### src/rtl/rail_rush_pkg.sv
// Rail Rush shared types: gesture commands, player states, lane geometry and obstacle codes.
// Shared by the player controller and the obstacle collision logic.
package rail_rush_pkg;

   typedef enum logic [2:0] {
      CMD_NONE  = 3'd0,
      CMD_LEFT  = 3'd1,
      CMD_RIGHT = 3'd2,
      CMD_JUMP  = 3'd3,
      CMD_SLIDE = 3'd4
   } cmd_t;

   typedef enum logic [1:0] {
      ST_RUN   = 2'd0,
      ST_JUMP  = 2'd1,
      ST_SLIDE = 2'd2,
      ST_STUN  = 2'd3
   } player_state_t;

   // Obstacle codes: LOW is cleared by jumping, HIGH by sliding, FULL only by changing lane.
   typedef enum logic [1:0] {
      OBS_NONE = 2'd0,
      OBS_LOW  = 2'd1,
      OBS_HIGH = 2'd2,
      OBS_FULL = 2'd3
   } obstacle_t;

   localparam logic [9:0] LANE0_X = 10'd144;
   localparam logic [9:0] LANE1_X = 10'd400;
   localparam logic [9:0] LANE2_X = 10'd656;
   localparam logic [9:0] VP_X    = 10'd400;
   localparam logic [9:0] VP_Y    = 10'd120;

   function automatic logic [9:0] lane_centre(input logic [1:0] lane);
      case (lane)
         2'd0:    return LANE0_X;
         2'd2:    return LANE2_X;
         default: return LANE1_X;
      endcase
   endfunction

   function automatic logic cmd_is_real(input logic [2:0] c);
      return (c >= 3'd1) && (c <= 3'd4);
   endfunction

endpackage

### src/rtl/player_cmd_buffer.sv
// One-entry holding register for gesture commands; NONE and codes 5-7 are accepted and discarded.
// The FSM pops an entry when it consumes or drops it, and may hold it to keep it pending.
module player_cmd_buffer
   import rail_rush_pkg::*;
(
   input  logic       clock,
   input  logic       reset,
   input  logic       flush,
   input  logic       cmd_valid,
   input  logic [2:0] cmd,
   input  logic       pop,
   input  logic       hold,
   output logic       cmd_ready,
   output logic       pend_valid,
   output cmd_t       pend_cmd
);

   // Holding register: load only when empty, so load and pop never coincide.
   always_ff @(posedge clock) begin
      if (reset || flush) begin
         pend_valid <= 1'b0;
         pend_cmd   <= CMD_NONE;
      end else if (cmd_valid && !pend_valid) begin
         pend_valid <= cmd_is_real(cmd);
         pend_cmd   <= cmd_is_real(cmd) ? cmd_t'(cmd) : CMD_NONE;
      end else if (pop && !hold) begin
         pend_valid <= 1'b0;
         pend_cmd   <= CMD_NONE;
      end else begin
         pend_valid <= pend_valid;
         pend_cmd   <= pend_cmd;
      end
   end

   assign cmd_ready = !pend_valid;

endmodule

### src/rtl/player_controller.sv
// Rail Rush player state: lane/jump/slide/stun FSM stepped once per frame, plus sprite pixel.
// Optional INPUT_BUFFER_EN keeps an illegal JUMP/SLIDE pending until the player is back in RUN.
module player_controller
   import rail_rush_pkg::*;
#(
   parameter int JUMP_FRAMES  = 30,
   parameter int SLIDE_FRAMES = 24,
   parameter int STUN_FRAMES  = 45,
   parameter int LANE_STEP    = 32,
   parameter int PLAYER_Y     = 490,
   parameter int PLAYER_HW    = 20,
   parameter int PLAYER_H     = 60
)
(
   input  logic       clock,
   input  logic       reset,
   input  logic       frame_done,
   input  logic       game_active,
   input  logic       cmd_valid,
   input  logic [2:0] cmd,
   output logic       cmd_ready,
   input  logic       hit,
   input  logic [9:0] row,
   input  logic [9:0] col,
   output logic [1:0] player_lane,
   output logic       jump_clear,
   output logic       slide_clear,
   output logic [9:0] player_x,
   output logic       stunned,
   output logic       player_pixel
);

   localparam logic [5:0] JUMP_T  = 6'(JUMP_FRAMES - 1);
   localparam logic [5:0] SLIDE_T = 6'(SLIDE_FRAMES - 1);
   localparam logic [5:0] STUN_T  = 6'(STUN_FRAMES - 1);
   localparam logic [9:0] STEP    = 10'(LANE_STEP);

   player_state_t state, state_n;
   logic [5:0]    timer, timer_n;
   logic [1:0]    lane_n;
   logic [9:0]    x_n, target;
   logic [2:0]    frame_cnt;
   logic          frame, pop, hold, pend_valid, pixel_n;
   cmd_t          pend_cmd;
   logic [5:0]    t;
   logic [11:0]   prod;
   logic [9:0]    y_off, h;
   logic          in_col, in_row;

   assign frame = frame_done && game_active;

   player_cmd_buffer u_buf (
      .clock      (clock),
      .reset      (reset),
      .flush      (!game_active),
      .cmd_valid  (cmd_valid),
      .cmd        (cmd),
      .pop        (pop),
      .hold       (hold),
      .cmd_ready  (cmd_ready),
      .pend_valid (pend_valid),
      .pend_cmd   (pend_cmd)
   );

   // Per-frame next state: hit, stun countdown, jump/slide countdown, then the pending command.
   always_comb begin
      state_n = state;
      timer_n = timer;
      lane_n  = player_lane;
      pop     = 1'b0;
      hold    = 1'b0;
      if (frame) begin
         if (hit && (state != ST_STUN)) begin
            state_n = ST_STUN;
            timer_n = STUN_T;
            pop     = 1'b1;
         end else if (state == ST_STUN) begin
            pop = 1'b1;
            if (timer == 6'd0) state_n = ST_RUN;
            else               timer_n = timer - 6'd1;
         end else begin
            if ((state == ST_JUMP) || (state == ST_SLIDE)) begin
               if (timer == 6'd0) state_n = ST_RUN;
               else               timer_n = timer - 6'd1;
            end else begin
               state_n = state;
            end
            if (pend_valid) begin
               pop = 1'b1;
               case (pend_cmd)
                  CMD_LEFT:  lane_n = (player_lane == 2'd0) ? 2'd0 : player_lane - 2'd1;
                  CMD_RIGHT: lane_n = (player_lane >= 2'd2) ? 2'd2 : player_lane + 2'd1;
                  CMD_JUMP, CMD_SLIDE: begin
                     if (state_n == ST_RUN) begin
                        state_n = (pend_cmd == CMD_JUMP) ? ST_JUMP : ST_SLIDE;
                        timer_n = (pend_cmd == CMD_JUMP) ? JUMP_T : SLIDE_T;
                     end else begin
`ifdef INPUT_BUFFER_EN
                        hold = 1'b1;
`else
                        hold = 1'b0;
`endif
                     end
                  end
                  default: lane_n = player_lane;
               endcase
            end else begin
               pop = 1'b0;
            end
         end
      end else begin
         state_n = state;
      end
   end

   // Horizontal animation toward the (new) lane centre, clamping on arrival.
   always_comb begin
      target = lane_centre(lane_n);
      x_n    = player_x;
      if (frame) begin
         if (player_x < target)
            x_n = ((target - player_x) <= STEP) ? target : player_x + STEP;
         else if (player_x > target)
            x_n = ((player_x - target) <= STEP) ? target : player_x - STEP;
         else
            x_n = player_x;
      end else begin
         x_n = player_x;
      end
   end

   // Sprite box from the current registered state; jump arc is a parabola in frames elapsed.
   always_comb begin
      t      = JUMP_T - timer;
      prod   = 12'(t) * 12'(JUMP_T - t);
      y_off  = (state == ST_JUMP) ? 10'(prod >> 3) : 10'd0;
      h      = (state == ST_SLIDE) ? 10'(PLAYER_H / 2) : 10'(PLAYER_H);
      in_col = (({1'b0, col} + 11'(PLAYER_HW)) >= {1'b0, player_x}) &&
               ({1'b0, col} < ({1'b0, player_x} + 11'(PLAYER_HW)));
      in_row = (({1'b0, row} + {1'b0, h} + {1'b0, y_off}) >= 11'(PLAYER_Y)) &&
               (({1'b0, row} + {1'b0, y_off}) < 11'(PLAYER_Y));
      pixel_n = in_col && in_row && !((state == ST_STUN) && frame_cnt[2]);
   end

   // State and output registers; game_active low holds the idle pose.
   always_ff @(posedge clock) begin
      if (reset || !game_active) begin
         state        <= ST_RUN;
         timer        <= 6'd0;
         player_lane  <= 2'd1;
         player_x     <= LANE1_X;
         frame_cnt    <= 3'd0;
         jump_clear   <= 1'b0;
         slide_clear  <= 1'b0;
         stunned      <= 1'b0;
         player_pixel <= 1'b0;
      end else begin
         state        <= state_n;
         timer        <= timer_n;
         player_lane  <= lane_n;
         player_x     <= x_n;
         frame_cnt    <= frame ? frame_cnt + 3'd1 : frame_cnt;
         jump_clear   <= (state_n == ST_JUMP);
         slide_clear  <= (state_n == ST_SLIDE);
         stunned      <= (state_n == ST_STUN);
         player_pixel <= pixel_n;
      end
   end

endmodule

### config.mk
export PLATFORM = sky130hd
export DESIGN_NAME = player_controller
export DESIGN_NICKNAME = d
export VERILOG_FILES = /design/src/rtl/rail_rush_pkg.sv /design/src/rtl/player_cmd_buffer.sv /design/src/rtl/player_controller.sv
export SDC_FILE = /design/constraint.sdc
export NUM_CORES = 1
export LEC_CHECK = 0
export BUFFER_PORTS_ARGS = -buffer_cell sky130_fd_sc_hd__buf_4
export CAP_MARGIN = 20
export CORE_ASPECT_RATIO = 1.4
export CORE_UTILIZATION = 62
export DETAILED_ROUTE_END_ITERATION = 12
export GPL_ROUTABILITY_DRIVEN = 1
export PLACE_DENSITY = 0.88
export SYNTH_ARGS = -nofsm -noshare
export SYNTH_HDL_FRONTEND = slang
export SYNTH_SLANG_ARGS = --single-unit
### constraint.sdc
create_clock -name clock -period 9.8 [get_ports clock]
set_clock_uncertainty 0.2 [all_clocks]
set_input_delay 0 -clock clock [delete_from_list [all_inputs] [get_ports clock]]
set_output_delay 0 -clock clock [all_outputs]
set_load 0.02 [all_outputs]
==> summary.txt <==
Status
  • Status: finished clean

Worst setup path
  • R2r startpoint: timer[1]$_SDFFE_PP0P_
  • Critical Path Max Stage Delay: 610 ps
  • R2R Setup Slk: about 1100 ps
  • Most frequent CP cell: inv_1
  • Critical Path Sink Type: register
  • R2r endpoint: player_pixel$_SDFF_PP0_
  • CP Max Fanout: 13
  • Required time of the worst setup path: 9790 ps
  • WP data arrival: 8640 ps
  • CP Launch Type: register
  • Critical path type: register to register
  • R2R cell count: 28
  • Cell at the slowest stage of the critical path: dfxtp_1

CTS
  • TritonCTS clock tree: built
  • Clock slew at reported path FFs: around 110 ps
  • Hold_buf cts: 13
  • H-tree depth: 1
  • Gates resized, CTS repair: 0
  • Worst skew pair latency: 290 ps
  • Bufs on Longest Clock Path: 2
  • Clock Sinks: 27
  • Post-CTS setup buffers: 0
  • Inserted Clock Buffers: 3
  • Root Buffer: clkbuf_8

Floorplanning
  • IO Count: 46
  • DIE AREA: between 8000 and 9000 um2
  • # rows: 37
  • Die Wd: 76.3 um
  • Core region area: about 7400 um2
  • Initial Utilization: 0.648
  • Die height: 106 um

Layout
  • Final net count: between 700 and 800
  • Antenna diodes: 0
  • Area growth from synthesis to layout: 10.6%
  • Layout cells sized above 1: 0.0916

Global routing
  • Gr ovfl total: 0
  • Vias in the first global route: about 4400
  • Largest net degree at the start of global routing: 18
  • Global-route wire length before repair: between 15000 and 20000 um
  • Initial antenna violation count: 0
  • Total track usage: 0.280

Pwr
  • Cell leakage power: 2.57 nW
  • Total power: ~0.00028 W
  • Switching Fraction: 0.341
  • Pint: roughly 0.00019 W
  • Comb power frac: 0.356
  • Psw: ~0.000097 W
  • P per Cell Area: ~53 nW/um2
  • Clk pwr share: 0.242
  • Flop pwr share: 0.402
  • Max VDD drop: 101 uV

Worst hold path
  • Hold path depth: 3
  • Hold WC Path Type: primary input to register
  • Worst hold endpoint: player_lane[0]$_SDFF_PP1_
  • Hold Startpoint: game_active

STA
  • Final Hold Fails: 0
  • Period utilization: 0.883
  • Setup TNS: 0 ps
  • Tmin final: about 8700 ps
  • Hold_ws: 42.4 ps
  • Max Fclk: 0.116 GHz
  • RSZ-0062 raised after global routing: no
  • Worst-Margin Slew: about 850 ps
  • Slew margin rel.: 0.432
  • Final setup vio count: 0
  • Slew Viols, Final: 0

Logic synthesis
  • Ys async rst share: 0
  • Mapped Area: between 4000 and 5000 um2
  • Main synth FF type: dfxtp_1
  • Share of Yosys cell area claimed by the top area cell type: 0.227
  • Most common cell in the netlist: ha_1
  • YS warnings: 0
  • Synth Instances: between 600 and 700
  • Synth cell count leaders: ha_1 (87), inv_1 (80), nor2_1 (51)
  • Seq cells post-synth: 27
  • Unique masters post-synth: between 60 and 70
  • Mean Syn Cell Area: 7.92 um2
  • Register area share after synthesis: 0.113
  • Largest area contributor in the netlist: ha_1
  • Post-synth EDFFs: 0
  • Largest cells by area after synthesis: ha_1 (23%), dfxtp_1 (11%), fa_1 (10%)

Placed design
  • IO buf count: 39
  • Post-DP HPWL: around 9000 um
  • Final RePlAce weighted congestion: between 0.8 and 0.9

Routing
  • ANT nets after route: 0
  • Drt drc: 0
  • Drt total wl: 11200 um
  • Pre-antenna DRT Iters: 5
  • Vias post-DR: 4479
  • WL per Instance: between 15 and 20 um
  • DRT iter0 DRCs: around 260
  • DR vias/cell: 6.04

Job
  • Maxcap violations: 0
==> cells in the final DEF, fill, tap and decap left out, types with 5 or more instances in the layout <==
cell type,count
buf_4,39
ha_1,87
dlygate4sd3_1,13
a21o_1,8
nor2_1,51
or2_2,5
inv_1,80
nand2b_1,9
o22ai_1,5
dfxtp_1,27
xor2_1,10
and2_1,10
a211oi_1,7
or3_1,5
fa_1,25
nand2_1,37
a32oi_1,5
o21ai_0,26
xnor2_1,29
nor2b_1,17
o211ai_1,9
nand3_1,18
a21oi_1,34
==> cells by family after synthesis <==
kind of cell             after synthesis  synth area share
multiplexers                           8            0.0177
AND/OR/NAND/NOR                      174             0.180
adder cells (fa/ha/maj)              112             0.331
other                                  1          0.000782
AO/OA/AOI/OAI                        144             0.204
flip-flops                            27             0.113
buffers and inverters                101            0.0827
XOR/XNOR                              39            0.0712
==> sequential cells by signal (all words and copies together) (netlist names) <==
| signal | flops |
|---|---|
| player_pixel | 1 |
| jump_clear | 1 |
| u_buf.pend_valid | 1 |
| state | 2 |
| player_lane | 2 |
| timer | 6 |
| player_x | 6 |
| stunned | 1 |
| frame_cnt | 3 |
| u_buf.pend_cmd | 3 |
| slide_clear | 1 |
==> power groups by stage <==
stage | registers (W) | clock network (W) | logic [W]
6_report | 0.000114 | 0.0000685 | 0.000101
5_1_grt | 0.000114 | 0.0000733 | 0.000112
4_1_cts | 0.000114 | 0.0000686 | 0.000100
3_5_place_dp | 0.000116 | 0 | 0.0000957
3_3_place_gp | 0.000116 | 0 | 0.0000914
2_1_floorplan | 0.000115 | 0 | 0.0000697
==> stage by stage <==
| step | std cells | utilization | setup WS [ps] | instance area [um2] |
|---|---|---|---|---|
| 6_report | 741 | 0.716 | 1150 | 5310 |
| 5_1_grt | 741 | 0.716 | 589 | 5310 |
| 4_1_cts | 741 | 0.716 | 1170 | 5310 |
| 3_5_place_dp | 724 | 0.692 | 1750 | 5130 |
| 3_3_place_gp | 724 | 0.692 | 1890 | 5130 |
| 2_1_floorplan | 609 | - | 2590 | 4810 |
==> worst max-delay path by stage <==
stage                               start                 endpoint  cells after the start
floorplan           timer[1]$_SDFFE_PP0P_  player_pixel$_SDFF_PP0_                     27
CTS                 timer[1]$_SDFFE_PP0P_  player_pixel$_SDFF_PP0_                     28
detailed placement  timer[1]$_SDFFE_PP0P_  player_pixel$_SDFF_PP0_                     27
global placement    timer[1]$_SDFFE_PP0P_  player_pixel$_SDFF_PP0_                     27
global route        timer[1]$_SDFFE_PP0P_  player_pixel$_SDFF_PP0_                     28
finish              timer[1]$_SDFFE_PP0P_  player_pixel$_SDFF_PP0_                     28
==> critical path, delay by kind of cell, from the launching register on <==
| family | cells | cell delay, ps |
|---|---|---|
| fa+ha+maj | 9 | 4020 |
| simple gates | 4 | 590 |
| buf+inv | 7 | 1070 |
| flops | 1 | 610 |
| compound gates | 7 | 1440 |
| xor+xnor | 1 | 600 |
==> final cells by class <==
class | count | area [um2]
Multi-Input combinational cell | 481 | 3870
Fill cell | 577 | 2100
Sequential cell | 27 | 541
Timing Repair Buffer | 52 | 423
Inverter | 80 | 300
Tap cell | 97 | 121
Clock buffer | 3 | 41.3
Clock inverter | 1 | 8.76
==> routing by layer <==
layer | part of all wire | routed length [um] | up-vias | track usage
met5 | 0 | 0 | - | 0
met3 | 0.034 | 377 | 37 | 0.0155
li1 | - | - | 2175 | -
met1 | 0.40 | 4460 | 2124 | 0.314
met2 | 0.54 | 6000 | 143 | 0.542
met4 | 0.029 | 325 | 0 | 0.117
(Power assumes the default switching activity.)
